$ cat config.mk
export PLATFORM = sky130hd
export DESIGN_NAME = uart_link_host_flat
export DESIGN_NICKNAME = d
export VERILOG_FILES = /design/src/rtl/axi_stream_if.sv /design/src/rtl/uart_link_host.sv /design/src/flat_wrapper.sv
export SDC_FILE = /design/constraint.sdc
export NUM_CORES = 1
export LEC_CHECK = 0
export CORE_ASPECT_RATIO = 0.6
export CORE_UTILIZATION = 35
export DETAILED_ROUTE_END_ITERATION = 7
export PLACE_DENSITY_LB_ADDON = 0.05
export SYNTH_ARGS = -nofsm -noshare
export SYNTH_HDL_FRONTEND = slang
export SYNTH_SLANG_ARGS = --single-unit
$ cat constraint.sdc
create_clock -name clk -period 2.9 [get_ports clk]
set_clock_uncertainty 0.05 [all_clocks]
set_input_delay 0.58 -clock clk [delete_from_list [all_inputs] [get_ports clk]]
set_output_delay 0.58 -clock clk [all_outputs]
set_load 0.02 [all_outputs]
$ cat src/rtl/axi_stream_if.sv
// axi_stream_if
// Byte-stream handshake bundle shared by every stream port of uart_link_host.
//   tdata  : payload byte (DATA_WIDTH bits)
//   tvalid : source has a byte on tdata
//   tready : sink accepts the byte this cycle
//   tlast  : final byte of a message
// master drives tdata/tvalid/tlast, slave drives tready.
interface axi_stream_if #(
  parameter int DATA_WIDTH = 8
);
  logic [DATA_WIDTH-1:0] tdata;
  logic                  tvalid;
  logic                  tready;
  logic                  tlast;

  modport master (output tdata, output tvalid, output tlast, input tready);
  modport slave  (input tdata, input tvalid, input tlast, output tready);
endinterface

$ cat src/rtl/uart_link_host.sv
// uart_link_host
// Host-side endpoint of the UART mux framing.
// TX: arbitrates five host sources (info > instr > payload > eth > parrot)
//     and serialises each winner as a type-tagged message on uart_tx.
// RX: parses [header][data] pairs from uart_rx and routes the data byte to
//     the stream selected by the header; unknown headers are dropped and
//     counted in bad_hdr_cnt (saturating).
// Ports:
//   clk, rst_n          system clock, async active-low reset
//   uart_tx  (master)   bytes toward the mux
//   uart_rx  (slave)    bytes from the mux
//   instr_in (slave)    instruction bytes, type 4
//   eth_in   (slave)    Ethernet frame bytes, type 1
//   payload_in (slave)  payload bytes, type 6
//   info_valid/ready, info_addr, info_data   info register write, type 7
//   parrot_req/ready    parrot request, type 0 (header only)
//   rest_out/eth_out/status_out/echo_out (master)  data of type 3/2/5/0
//   bad_hdr_cnt         count of unrecognised response headers
//
// TX states
//   TX_IDLE | arbitrate sources, one ready granted per cycle
//   TX_HDR  | header byte on uart_tx
//   TX_B1   | first data byte on uart_tx
//   TX_B2   | second data byte (INFO only)
// RX states
//   RX_HDR  | waiting for a response header
//   RX_DATA | waiting for the data byte of a recognised header
//   RX_OUT  | data byte held on the selected output stream
module uart_link_host #(
  parameter int DATA_WIDTH = 8,
  parameter int CNT_WIDTH  = 8
) (
  input  logic                 clk,
  input  logic                 rst_n,
  axi_stream_if.master         uart_tx,
  axi_stream_if.slave          uart_rx,
  axi_stream_if.slave          instr_in,
  axi_stream_if.slave          eth_in,
  axi_stream_if.slave          payload_in,
  input  logic                 info_valid,
  output logic                 info_ready,
  input  logic [4:0]           info_addr,
  input  logic [7:0]           info_data,
  input  logic                 parrot_req,
  output logic                 parrot_ready,
  axi_stream_if.master         rest_out,
  axi_stream_if.master         eth_out,
  axi_stream_if.master         status_out,
  axi_stream_if.master         echo_out,
  output logic [CNT_WIDTH-1:0] bad_hdr_cnt
);

  typedef logic [DATA_WIDTH-1:0] byte_t;

  localparam byte_t T_PARROT  = byte_t'(0);
  localparam byte_t T_ETH_IN  = byte_t'(1);
  localparam byte_t T_ETH_OUT = byte_t'(2);
  localparam byte_t T_REST    = byte_t'(3);
  localparam byte_t T_INSTR   = byte_t'(4);
  localparam byte_t T_STATUS  = byte_t'(5);
  localparam byte_t T_PAYLOAD = byte_t'(6);
  localparam byte_t T_INFO    = byte_t'(7);

  typedef enum logic [1:0] {TX_IDLE, TX_HDR, TX_B1, TX_B2} tx_state_e;
  typedef enum logic [1:0] {RX_HDR, RX_DATA, RX_OUT} rx_state_e;

  // Source tlast carries no meaning on this link.
  logic unused_tlast;
  assign unused_tlast = uart_rx.tlast ^ instr_in.tlast ^ eth_in.tlast ^ payload_in.tlast;

  // Held low for the first cycle after reset release so no source ready
  // can be granted while rst_n is still asserted.
  logic run_q;

  always_ff @(posedge clk or negedge rst_n) begin
    if (!rst_n) run_q <= 1'b0;
    else        run_q <= 1'b1;
  end

  // ---------------------------------------------------------------- TX
  tx_state_e tx_state_q, tx_state_d;
  byte_t     hdr_q, hdr_d;
  byte_t     b1_q, b1_d;
  byte_t     b2_q, b2_d;
  byte_t     txd_q, txd_d;
  logic      txv_q, txv_d;
  logic      txl_q, txl_d;

  logic gnt_info, gnt_instr, gnt_pay, gnt_eth, gnt_parrot, gnt_any;

  always_comb begin
    gnt_info   = 1'b0;
    gnt_instr  = 1'b0;
    gnt_pay    = 1'b0;
    gnt_eth    = 1'b0;
    gnt_parrot = 1'b0;
    if (run_q && (tx_state_q == TX_IDLE)) begin
      if (info_valid)            gnt_info   = 1'b1;
      else if (instr_in.tvalid)  gnt_instr  = 1'b1;
      else if (payload_in.tvalid) gnt_pay   = 1'b1;
      else if (eth_in.tvalid)    gnt_eth    = 1'b1;
      else if (parrot_req)       gnt_parrot = 1'b1;
    end
  end

  assign gnt_any = gnt_info | gnt_instr | gnt_pay | gnt_eth | gnt_parrot;

  assign info_ready        = gnt_info;
  assign instr_in.tready   = gnt_instr;
  assign payload_in.tready = gnt_pay;
  assign eth_in.tready     = gnt_eth;
  assign parrot_ready      = gnt_parrot;

  always_comb begin
    tx_state_d = tx_state_q;
    hdr_d      = hdr_q;
    b1_d       = b1_q;
    b2_d       = b2_q;
    txd_d      = txd_q;
    txv_d      = txv_q;
    txl_d      = txl_q;
    unique case (tx_state_q)
      TX_IDLE: begin
        if (gnt_any) begin
          b2_d = '0;
          if (gnt_info) begin
            hdr_d = T_INFO;
            b1_d  = byte_t'(info_addr);
            b2_d  = byte_t'(info_data);
          end else if (gnt_instr) begin
            hdr_d = T_INSTR;
            b1_d  = instr_in.tdata;
          end else if (gnt_pay) begin
            hdr_d = T_PAYLOAD;
            b1_d  = payload_in.tdata;
          end else if (gnt_eth) begin
            hdr_d = T_ETH_IN;
            b1_d  = eth_in.tdata;
          end else begin
            hdr_d = T_PARROT;
            b1_d  = '0;
          end
          tx_state_d = TX_HDR;
          txd_d      = hdr_d;
          txv_d      = 1'b1;
          txl_d      = gnt_parrot;
        end
      end
      TX_HDR: begin
        if (uart_tx.tready) begin
          if (hdr_q == T_PARROT) begin
            tx_state_d = TX_IDLE;
            txv_d      = 1'b0;
            txl_d      = 1'b0;
          end else begin
            tx_state_d = TX_B1;
            txd_d      = b1_q;
            txl_d      = (hdr_q != T_INFO);
          end
        end
      end
      TX_B1: begin
        if (uart_tx.tready) begin
          if (hdr_q == T_INFO) begin
            tx_state_d = TX_B2;
            txd_d      = b2_q;
            txl_d      = 1'b1;
          end else begin
            tx_state_d = TX_IDLE;
            txv_d      = 1'b0;
            txl_d      = 1'b0;
          end
        end
      end
      TX_B2: begin
        if (uart_tx.tready) begin
          tx_state_d = TX_IDLE;
          txv_d      = 1'b0;
          txl_d      = 1'b0;
        end
      end
      default: begin
        tx_state_d = TX_IDLE;
        txv_d      = 1'b0;
        txl_d      = 1'b0;
      end
    endcase
  end

  always_ff @(posedge clk or negedge rst_n) begin
    if (!rst_n) begin
      tx_state_q <= TX_IDLE;
      hdr_q      <= '0;
      b1_q       <= '0;
      b2_q       <= '0;
      txd_q      <= '0;
      txv_q      <= 1'b0;
      txl_q      <= 1'b0;
    end else begin
      tx_state_q <= tx_state_d;
      hdr_q      <= hdr_d;
      b1_q       <= b1_d;
      b2_q       <= b2_d;
      txd_q      <= txd_d;
      txv_q      <= txv_d;
      txl_q      <= txl_d;
    end
  end

  assign uart_tx.tdata  = txd_q;
  assign uart_tx.tvalid = txv_q;
  assign uart_tx.tlast  = txl_q;

  // ---------------------------------------------------------------- RX
  // sel/vld bit order: 0 echo (type 0), 1 eth (type 2), 2 rest (type 3),
  // 3 status (type 5).
  rx_state_e            rx_state_q, rx_state_d;
  logic                 rx_rdy_q, rx_rdy_d;
  logic [3:0]           rx_sel_q, rx_sel_d;
  logic [3:0]           out_vld_q, out_vld_d;
  byte_t                out_data_q, out_data_d;
  logic [CNT_WIDTH-1:0] cnt_q, cnt_d;

  logic rx_fire;
  logic out_fire;

  assign rx_fire  = uart_rx.tvalid & rx_rdy_q;
  assign out_fire = |(out_vld_q & {status_out.tready, rest_out.tready,
                                   eth_out.tready, echo_out.tready});

  always_comb begin
    rx_state_d = rx_state_q;
    rx_sel_d   = rx_sel_q;
    out_vld_d  = out_vld_q;
    out_data_d = out_data_q;
    cnt_d      = cnt_q;
    unique case (rx_state_q)
      RX_HDR: begin
        if (rx_fire) begin
          rx_state_d = RX_DATA;
          unique case (uart_rx.tdata)
            T_PARROT:  rx_sel_d = 4'b0001;
            T_ETH_OUT: rx_sel_d = 4'b0010;
            T_REST:    rx_sel_d = 4'b0100;
            T_STATUS:  rx_sel_d = 4'b1000;
            default: begin
              rx_state_d = RX_HDR;
              if (cnt_q != {CNT_WIDTH{1'b1}}) cnt_d = cnt_q + CNT_WIDTH'(1);
            end
          endcase
        end
      end
      RX_DATA: begin
        if (rx_fire) begin
          rx_state_d = RX_OUT;
          out_data_d = uart_rx.tdata;
          out_vld_d  = rx_sel_q;
        end
      end
      RX_OUT: begin
        if (out_fire) begin
          rx_state_d = RX_HDR;
          out_vld_d  = '0;
        end
      end
      default: begin
        rx_state_d = RX_HDR;
        out_vld_d  = '0;
      end
    endcase
    // uart_rx is accepted in every state except while a byte is parked
    // on an output stream.
    rx_rdy_d = (rx_state_d != RX_OUT);
  end

  always_ff @(posedge clk or negedge rst_n) begin
    if (!rst_n) begin
      rx_state_q <= RX_HDR;
      rx_rdy_q   <= 1'b0;
      rx_sel_q   <= '0;
      out_vld_q  <= '0;
      out_data_q <= '0;
      cnt_q      <= '0;
    end else begin
      rx_state_q <= rx_state_d;
      rx_rdy_q   <= rx_rdy_d;
      rx_sel_q   <= rx_sel_d;
      out_vld_q  <= out_vld_d;
      out_data_q <= out_data_d;
      cnt_q      <= cnt_d;
    end
  end

  assign uart_rx.tready = rx_rdy_q;

  assign echo_out.tdata    = out_data_q;
  assign echo_out.tvalid   = out_vld_q[0];
  assign echo_out.tlast    = 1'b0;
  assign eth_out.tdata     = out_data_q;
  assign eth_out.tvalid    = out_vld_q[1];
  assign eth_out.tlast     = 1'b0;
  assign rest_out.tdata    = out_data_q;
  assign rest_out.tvalid   = out_vld_q[2];
  assign rest_out.tlast    = 1'b0;
  assign status_out.tdata  = out_data_q;
  assign status_out.tvalid = out_vld_q[3];
  assign status_out.tlast  = 1'b0;

  assign bad_hdr_cnt = cnt_q;

endmodule

$ cat src/flat_wrapper.sv
// flat-port wrapper written by rule: the top's interface ports become plain ports
module uart_link_host_flat 
#(
  parameter int DATA_WIDTH = 8,
  parameter int CNT_WIDTH  = 8
)
  (clk, rst_n, info_valid, info_ready, info_addr, info_data, parrot_req, parrot_ready, bad_hdr_cnt, uart_tx_tdata, uart_tx_tvalid, uart_tx_tlast, uart_tx_tready, uart_rx_tdata, uart_rx_tvalid, uart_rx_tlast, uart_rx_tready, instr_in_tdata, instr_in_tvalid, instr_in_tlast, instr_in_tready, eth_in_tdata, eth_in_tvalid, eth_in_tlast, eth_in_tready, payload_in_tdata, payload_in_tvalid, payload_in_tlast, payload_in_tready, rest_out_tdata, rest_out_tvalid, rest_out_tlast, rest_out_tready, eth_out_tdata, eth_out_tvalid, eth_out_tlast, eth_out_tready, status_out_tdata, status_out_tvalid, status_out_tlast, status_out_tready, echo_out_tdata, echo_out_tvalid, echo_out_tlast, echo_out_tready);
  axi_stream_if #(.DATA_WIDTH(DATA_WIDTH)) uart_tx_i ();
  axi_stream_if #(.DATA_WIDTH(DATA_WIDTH)) uart_rx_i ();
  axi_stream_if #(.DATA_WIDTH(DATA_WIDTH)) instr_in_i ();
  axi_stream_if #(.DATA_WIDTH(DATA_WIDTH)) eth_in_i ();
  axi_stream_if #(.DATA_WIDTH(DATA_WIDTH)) payload_in_i ();
  axi_stream_if #(.DATA_WIDTH(DATA_WIDTH)) rest_out_i ();
  axi_stream_if #(.DATA_WIDTH(DATA_WIDTH)) eth_out_i ();
  axi_stream_if #(.DATA_WIDTH(DATA_WIDTH)) status_out_i ();
  axi_stream_if #(.DATA_WIDTH(DATA_WIDTH)) echo_out_i ();
  input  logic clk;
  input  logic rst_n;
  input  logic info_valid;
  output logic info_ready;
  input  logic [4:0] info_addr;
  input  logic [7:0] info_data;
  input  logic parrot_req;
  output logic parrot_ready;
  output logic [CNT_WIDTH-1:0] bad_hdr_cnt;
  output wire logic [$bits(uart_tx_i.tdata)-1:0] uart_tx_tdata;
  output wire logic [$bits(uart_tx_i.tvalid)-1:0] uart_tx_tvalid;
  output wire logic [$bits(uart_tx_i.tlast)-1:0] uart_tx_tlast;
  input wire logic [$bits(uart_tx_i.tready)-1:0] uart_tx_tready;
  input wire logic [$bits(uart_rx_i.tdata)-1:0] uart_rx_tdata;
  input wire logic [$bits(uart_rx_i.tvalid)-1:0] uart_rx_tvalid;
  input wire logic [$bits(uart_rx_i.tlast)-1:0] uart_rx_tlast;
  output wire logic [$bits(uart_rx_i.tready)-1:0] uart_rx_tready;
  input wire logic [$bits(instr_in_i.tdata)-1:0] instr_in_tdata;
  input wire logic [$bits(instr_in_i.tvalid)-1:0] instr_in_tvalid;
  input wire logic [$bits(instr_in_i.tlast)-1:0] instr_in_tlast;
  output wire logic [$bits(instr_in_i.tready)-1:0] instr_in_tready;
  input wire logic [$bits(eth_in_i.tdata)-1:0] eth_in_tdata;
  input wire logic [$bits(eth_in_i.tvalid)-1:0] eth_in_tvalid;
  input wire logic [$bits(eth_in_i.tlast)-1:0] eth_in_tlast;
  output wire logic [$bits(eth_in_i.tready)-1:0] eth_in_tready;
  input wire logic [$bits(payload_in_i.tdata)-1:0] payload_in_tdata;
  input wire logic [$bits(payload_in_i.tvalid)-1:0] payload_in_tvalid;
  input wire logic [$bits(payload_in_i.tlast)-1:0] payload_in_tlast;
  output wire logic [$bits(payload_in_i.tready)-1:0] payload_in_tready;
  output wire logic [$bits(rest_out_i.tdata)-1:0] rest_out_tdata;
  output wire logic [$bits(rest_out_i.tvalid)-1:0] rest_out_tvalid;
  output wire logic [$bits(rest_out_i.tlast)-1:0] rest_out_tlast;
  input wire logic [$bits(rest_out_i.tready)-1:0] rest_out_tready;
  output wire logic [$bits(eth_out_i.tdata)-1:0] eth_out_tdata;
  output wire logic [$bits(eth_out_i.tvalid)-1:0] eth_out_tvalid;
  output wire logic [$bits(eth_out_i.tlast)-1:0] eth_out_tlast;
  input wire logic [$bits(eth_out_i.tready)-1:0] eth_out_tready;
  output wire logic [$bits(status_out_i.tdata)-1:0] status_out_tdata;
  output wire logic [$bits(status_out_i.tvalid)-1:0] status_out_tvalid;
  output wire logic [$bits(status_out_i.tlast)-1:0] status_out_tlast;
  input wire logic [$bits(status_out_i.tready)-1:0] status_out_tready;
  output wire logic [$bits(echo_out_i.tdata)-1:0] echo_out_tdata;
  output wire logic [$bits(echo_out_i.tvalid)-1:0] echo_out_tvalid;
  output wire logic [$bits(echo_out_i.tlast)-1:0] echo_out_tlast;
  input wire logic [$bits(echo_out_i.tready)-1:0] echo_out_tready;
  assign uart_tx_tdata = uart_tx_i.tdata;
  assign uart_tx_tvalid = uart_tx_i.tvalid;
  assign uart_tx_tlast = uart_tx_i.tlast;
  assign uart_tx_i.tready = uart_tx_tready;
  assign uart_rx_i.tdata = uart_rx_tdata;
  assign uart_rx_i.tvalid = uart_rx_tvalid;
  assign uart_rx_i.tlast = uart_rx_tlast;
  assign uart_rx_tready = uart_rx_i.tready;
  assign instr_in_i.tdata = instr_in_tdata;
  assign instr_in_i.tvalid = instr_in_tvalid;
  assign instr_in_i.tlast = instr_in_tlast;
  assign instr_in_tready = instr_in_i.tready;
  assign eth_in_i.tdata = eth_in_tdata;
  assign eth_in_i.tvalid = eth_in_tvalid;
  assign eth_in_i.tlast = eth_in_tlast;
  assign eth_in_tready = eth_in_i.tready;
  assign payload_in_i.tdata = payload_in_tdata;
  assign payload_in_i.tvalid = payload_in_tvalid;
  assign payload_in_i.tlast = payload_in_tlast;
  assign payload_in_tready = payload_in_i.tready;
  assign rest_out_tdata = rest_out_i.tdata;
  assign rest_out_tvalid = rest_out_i.tvalid;
  assign rest_out_tlast = rest_out_i.tlast;
  assign rest_out_i.tready = rest_out_tready;
  assign eth_out_tdata = eth_out_i.tdata;
  assign eth_out_tvalid = eth_out_i.tvalid;
  assign eth_out_tlast = eth_out_i.tlast;
  assign eth_out_i.tready = eth_out_tready;
  assign status_out_tdata = status_out_i.tdata;
  assign status_out_tvalid = status_out_i.tvalid;
  assign status_out_tlast = status_out_i.tlast;
  assign status_out_i.tready = status_out_tready;
  assign echo_out_tdata = echo_out_i.tdata;
  assign echo_out_tvalid = echo_out_i.tvalid;
  assign echo_out_tlast = echo_out_i.tlast;
  assign echo_out_i.tready = echo_out_tready;
  uart_link_host #(.DATA_WIDTH(DATA_WIDTH), .CNT_WIDTH(CNT_WIDTH)) u_core (.clk(clk), .rst_n(rst_n), .uart_tx(uart_tx_i), .uart_rx(uart_rx_i), .instr_in(instr_in_i), .eth_in(eth_in_i), .payload_in(payload_in_i), .info_valid(info_valid), .info_ready(info_ready), .info_addr(info_addr), .info_data(info_data), .parrot_req(parrot_req), .parrot_ready(parrot_ready), .rest_out(rest_out_i), .eth_out(eth_out_i), .status_out(status_out_i), .echo_out(echo_out_i), .bad_hdr_cnt(bad_hdr_cnt));
endmodule
==> results.yml <==
worst_setup_path:
  endpoint_kind: "output pin"
  max_stage_delay_ps: 600
  crit_fanout: 6
  cp.required_ps: 2270
  startpoint_type: "input pin"
  critPathLaunch: "info_valid"
  path_cells: "clkdlybuf4s50_1 -> buf_4 -> buf_4 -> nand3_1 -> inv_1 -> clkdlybuf4s50_1"
  r2r-start: "u_core.tx_state_q[1]"
  cp.arrival_ps: 2130
  path_class: "in2out"
  slowest_stage: "clkdlybuf4s50_1"
floorplanning:
  core_area_mm2: 0.00859
  die_y_um: 75.2
  dieArea_mm2: 0.00932
  die_width_um: 124
  rows: 26
  initial_utilization: 0.364
  io-pin-count: 126
clock_network:
  cts-root-buf: "clkbuf_16"
  hold_buffers: 0
  cts_num_sinks: 59
  post_cts_buffers: 0
  cts_tree: "yes"
  clk_pin_slew_ps: 50
  clk_path_buf_depth: 2
  clk-insertion-delay-late_ps: 330
  htree_levels: 3
  numCtsBuffers: 9
synth:
  ys_seq_elements: 59
  ys_seq_area_frac: 0.472
  synthCells: 315
  netlist_area_mm2: 0.00313
  synth_top_cell_area_share: 0.472
  synth_edf_count: 0
  synth.most_common_cell: "dfrtp_1"
  synthTopCellsByCount: "dfrtp_1 (59), nand2_1 (41), buf_4 (30), nor2_1 (20), a22o_1 (18)"
  async_reset_ff_frac: 1.00
  synth.area.top_cells: "dfrtp_1 (47%), buf_4 (7.2%), a22o_1 (5.0%), nand2_1 (4.9%), mux2_2 (2.9%)"
  yosysWarnings: 0
  synthFlopType: "dfrtp_1"
  yosysUniqueCellTypes: 51
  yosys.area.top_type: "dfrtp_1"
  syn_area_per_cell_um2: 9.92
cells_and_area:
  drive_above_1_share: 0.121
  fillers: 801
  synthToLayoutAreaGrowth_pct: 47.2
  finalNetCount: 491
  final_util: 0.536
  multi_input_area_mm2: 0.00135
  final-seq-area_mm2: 0.00148
  antenna_cells: 0
placed_design:
  gp_congestion: 0.799
  hpwl_mm: 6.60
  post-place-ws_ps: -39.0
  port_buffers: 117
grt:
  grt_max_degree: 26
  antenna_found_initial: 0
  grt-ovfl-total: 0
  first_global_vias: 2516
  track_usage: 0.195
  grt_first_pass_wirelength_mm: 13.3
power:
  peakVddDrop_uv: 438
  power.leakage_nw: 2.07
  cellPowerDensity_mw_per_mm2: 920
timing:
  rsz0062_at_grt: "false"
  slew_headroom: 0.583
  layout_setup_ws_ps: 141
  setup_viol: 0
  tightest_slew_ps: 625
  post-route-min-period_ps: 2760
  slew_viol_final: 0
  hold_viol_final: 0
  whs_ps: 194
  max_freq_mhz: 362
  period_share: 0.951
route:
  dr_total_vias: 2689
  drcViolationCount: 0
  viasPerCell: 4.98
  drt-pass1-iter-count: 4
  drt-initial-drc-count: 117
  wirelength_mm: 8.31
  ant_nets: 0
  wire_per_inst_um: 15.4
status:
  status: "finished clean"
flow_run:
  cap_violations: 0
hold_path:
  hold_class: "in2async"
state kept, by name (all words and copies together), names as in the netlist:
signal	flops
u_core.uart_tx.tlast	1
u_core.run_q	1
u_core.rx_state_q	2
u_core.uart_tx.tvalid	1
u_core.bad_hdr_cnt	8
u_core.uart_tx.tdata	8
u_core.rx_sel_q	4
u_core.b1_q	8
u_core.hdr_q	3
u_core.tx_state_q	2
u_core.echo_out.tdata	8
u_core.uart_rx.tready	1
u_core.b2_q	8
u_core.out_vld_q	4
cells by family after synthesis:
kind of cell	Yosys count	share of synthesized area
flip-flops	59	0.472
AND/OR/NAND/NOR	90	0.140
AO/OA/AOI/OAI	90	0.204
other	2	0.00240
multiplexers	10	0.0368
buffers and inverters	50	0.0985
XOR/XNOR	8	0.0224
adder cells (fa/ha/maj)	6	0.0240
report_power, final:
| part | total, mW | switching [mW] | internal [mW] |
|---|---|---|---|
| Sequential | 1.37 | 0.263 | 1.11 |
| Clock | 1.04 | 0.360 | 0.682 |
| Combinational | 1.82 | 0.946 | 0.874 |
through the flow:
step | setup TNS [ps] | cells | instance area [um^2] | power [mW]
global placement | -16.2 | 524 | 4300 | 3.19
detailed placement | -44.5 | 524 | 4300 | 3.21
global route | 0 | 540 | 4600 | 4.53
finish | 0 | 540 | 4600 | 4.23
floorplan | 0 | 318 | 3140 | 2.51
CTS | 0 | 540 | 4600 | 4.28
cells in the final DEF, fill, tap and decap left out, types with 13 or more instances in the layout:
cell and instances:
a22o_1 18, nor2_1 20, a21oi_1 13, o21ai_0 15, clkdlybuf4s50_1 112, nand2_1 41
buf_4 18, dfrtp_1 59
timing repair:
| item | 4_1_cts | 5_1_grt |
|---|---|---|
| endpoints found under the hold margin | 0 | 0 |
| resized for setup | 2 | 2 |
| endpoints found under the setup margin | 2 | 2 |
final cells by class:
type,instances,area share
clock inverter,5,0.0114
sequential,59,0.321
timing repair buffer,135,0.283
multi-input combinational,209,0.294
inverter,9,0.00734
clock buffer,11,0.0527
tap,112,0.0305
critical path, delay by kind of cell:
kind | cells | cell delay [ps]
AND/OR/NAND/NOR | 1 | 100
buffers and inverters | 5 | 1450
worst paths after layout:
kind,slack [ps],cells after the start,to
hold reg to reg,440,2,u_core.uart_tx.tdata[1]
min in group clk,440,2,u_core.uart_tx.tdata[1]
hold / removal,190,1,u_core.out_vld_q[3]
max in group asynchronous,1930,2,u_core.b1_q[6]
setup / recovery,140,6,info_ready
setup reg to reg,580,7,u_core.uart_tx.tdata[3]
layer usage:
metal	wire, um	vias up	GRT usage	part of all wire
li1	-	1308	-	-
met1	4470	1255	0.298	0.54
met2	3060	116	0.252	0.37
met3	695	10	0.0674	0.084
met4	89	0	0.0595	0.011
met5	0	-	0	0
No activity file was read; power rests on OpenSTA's default activity.
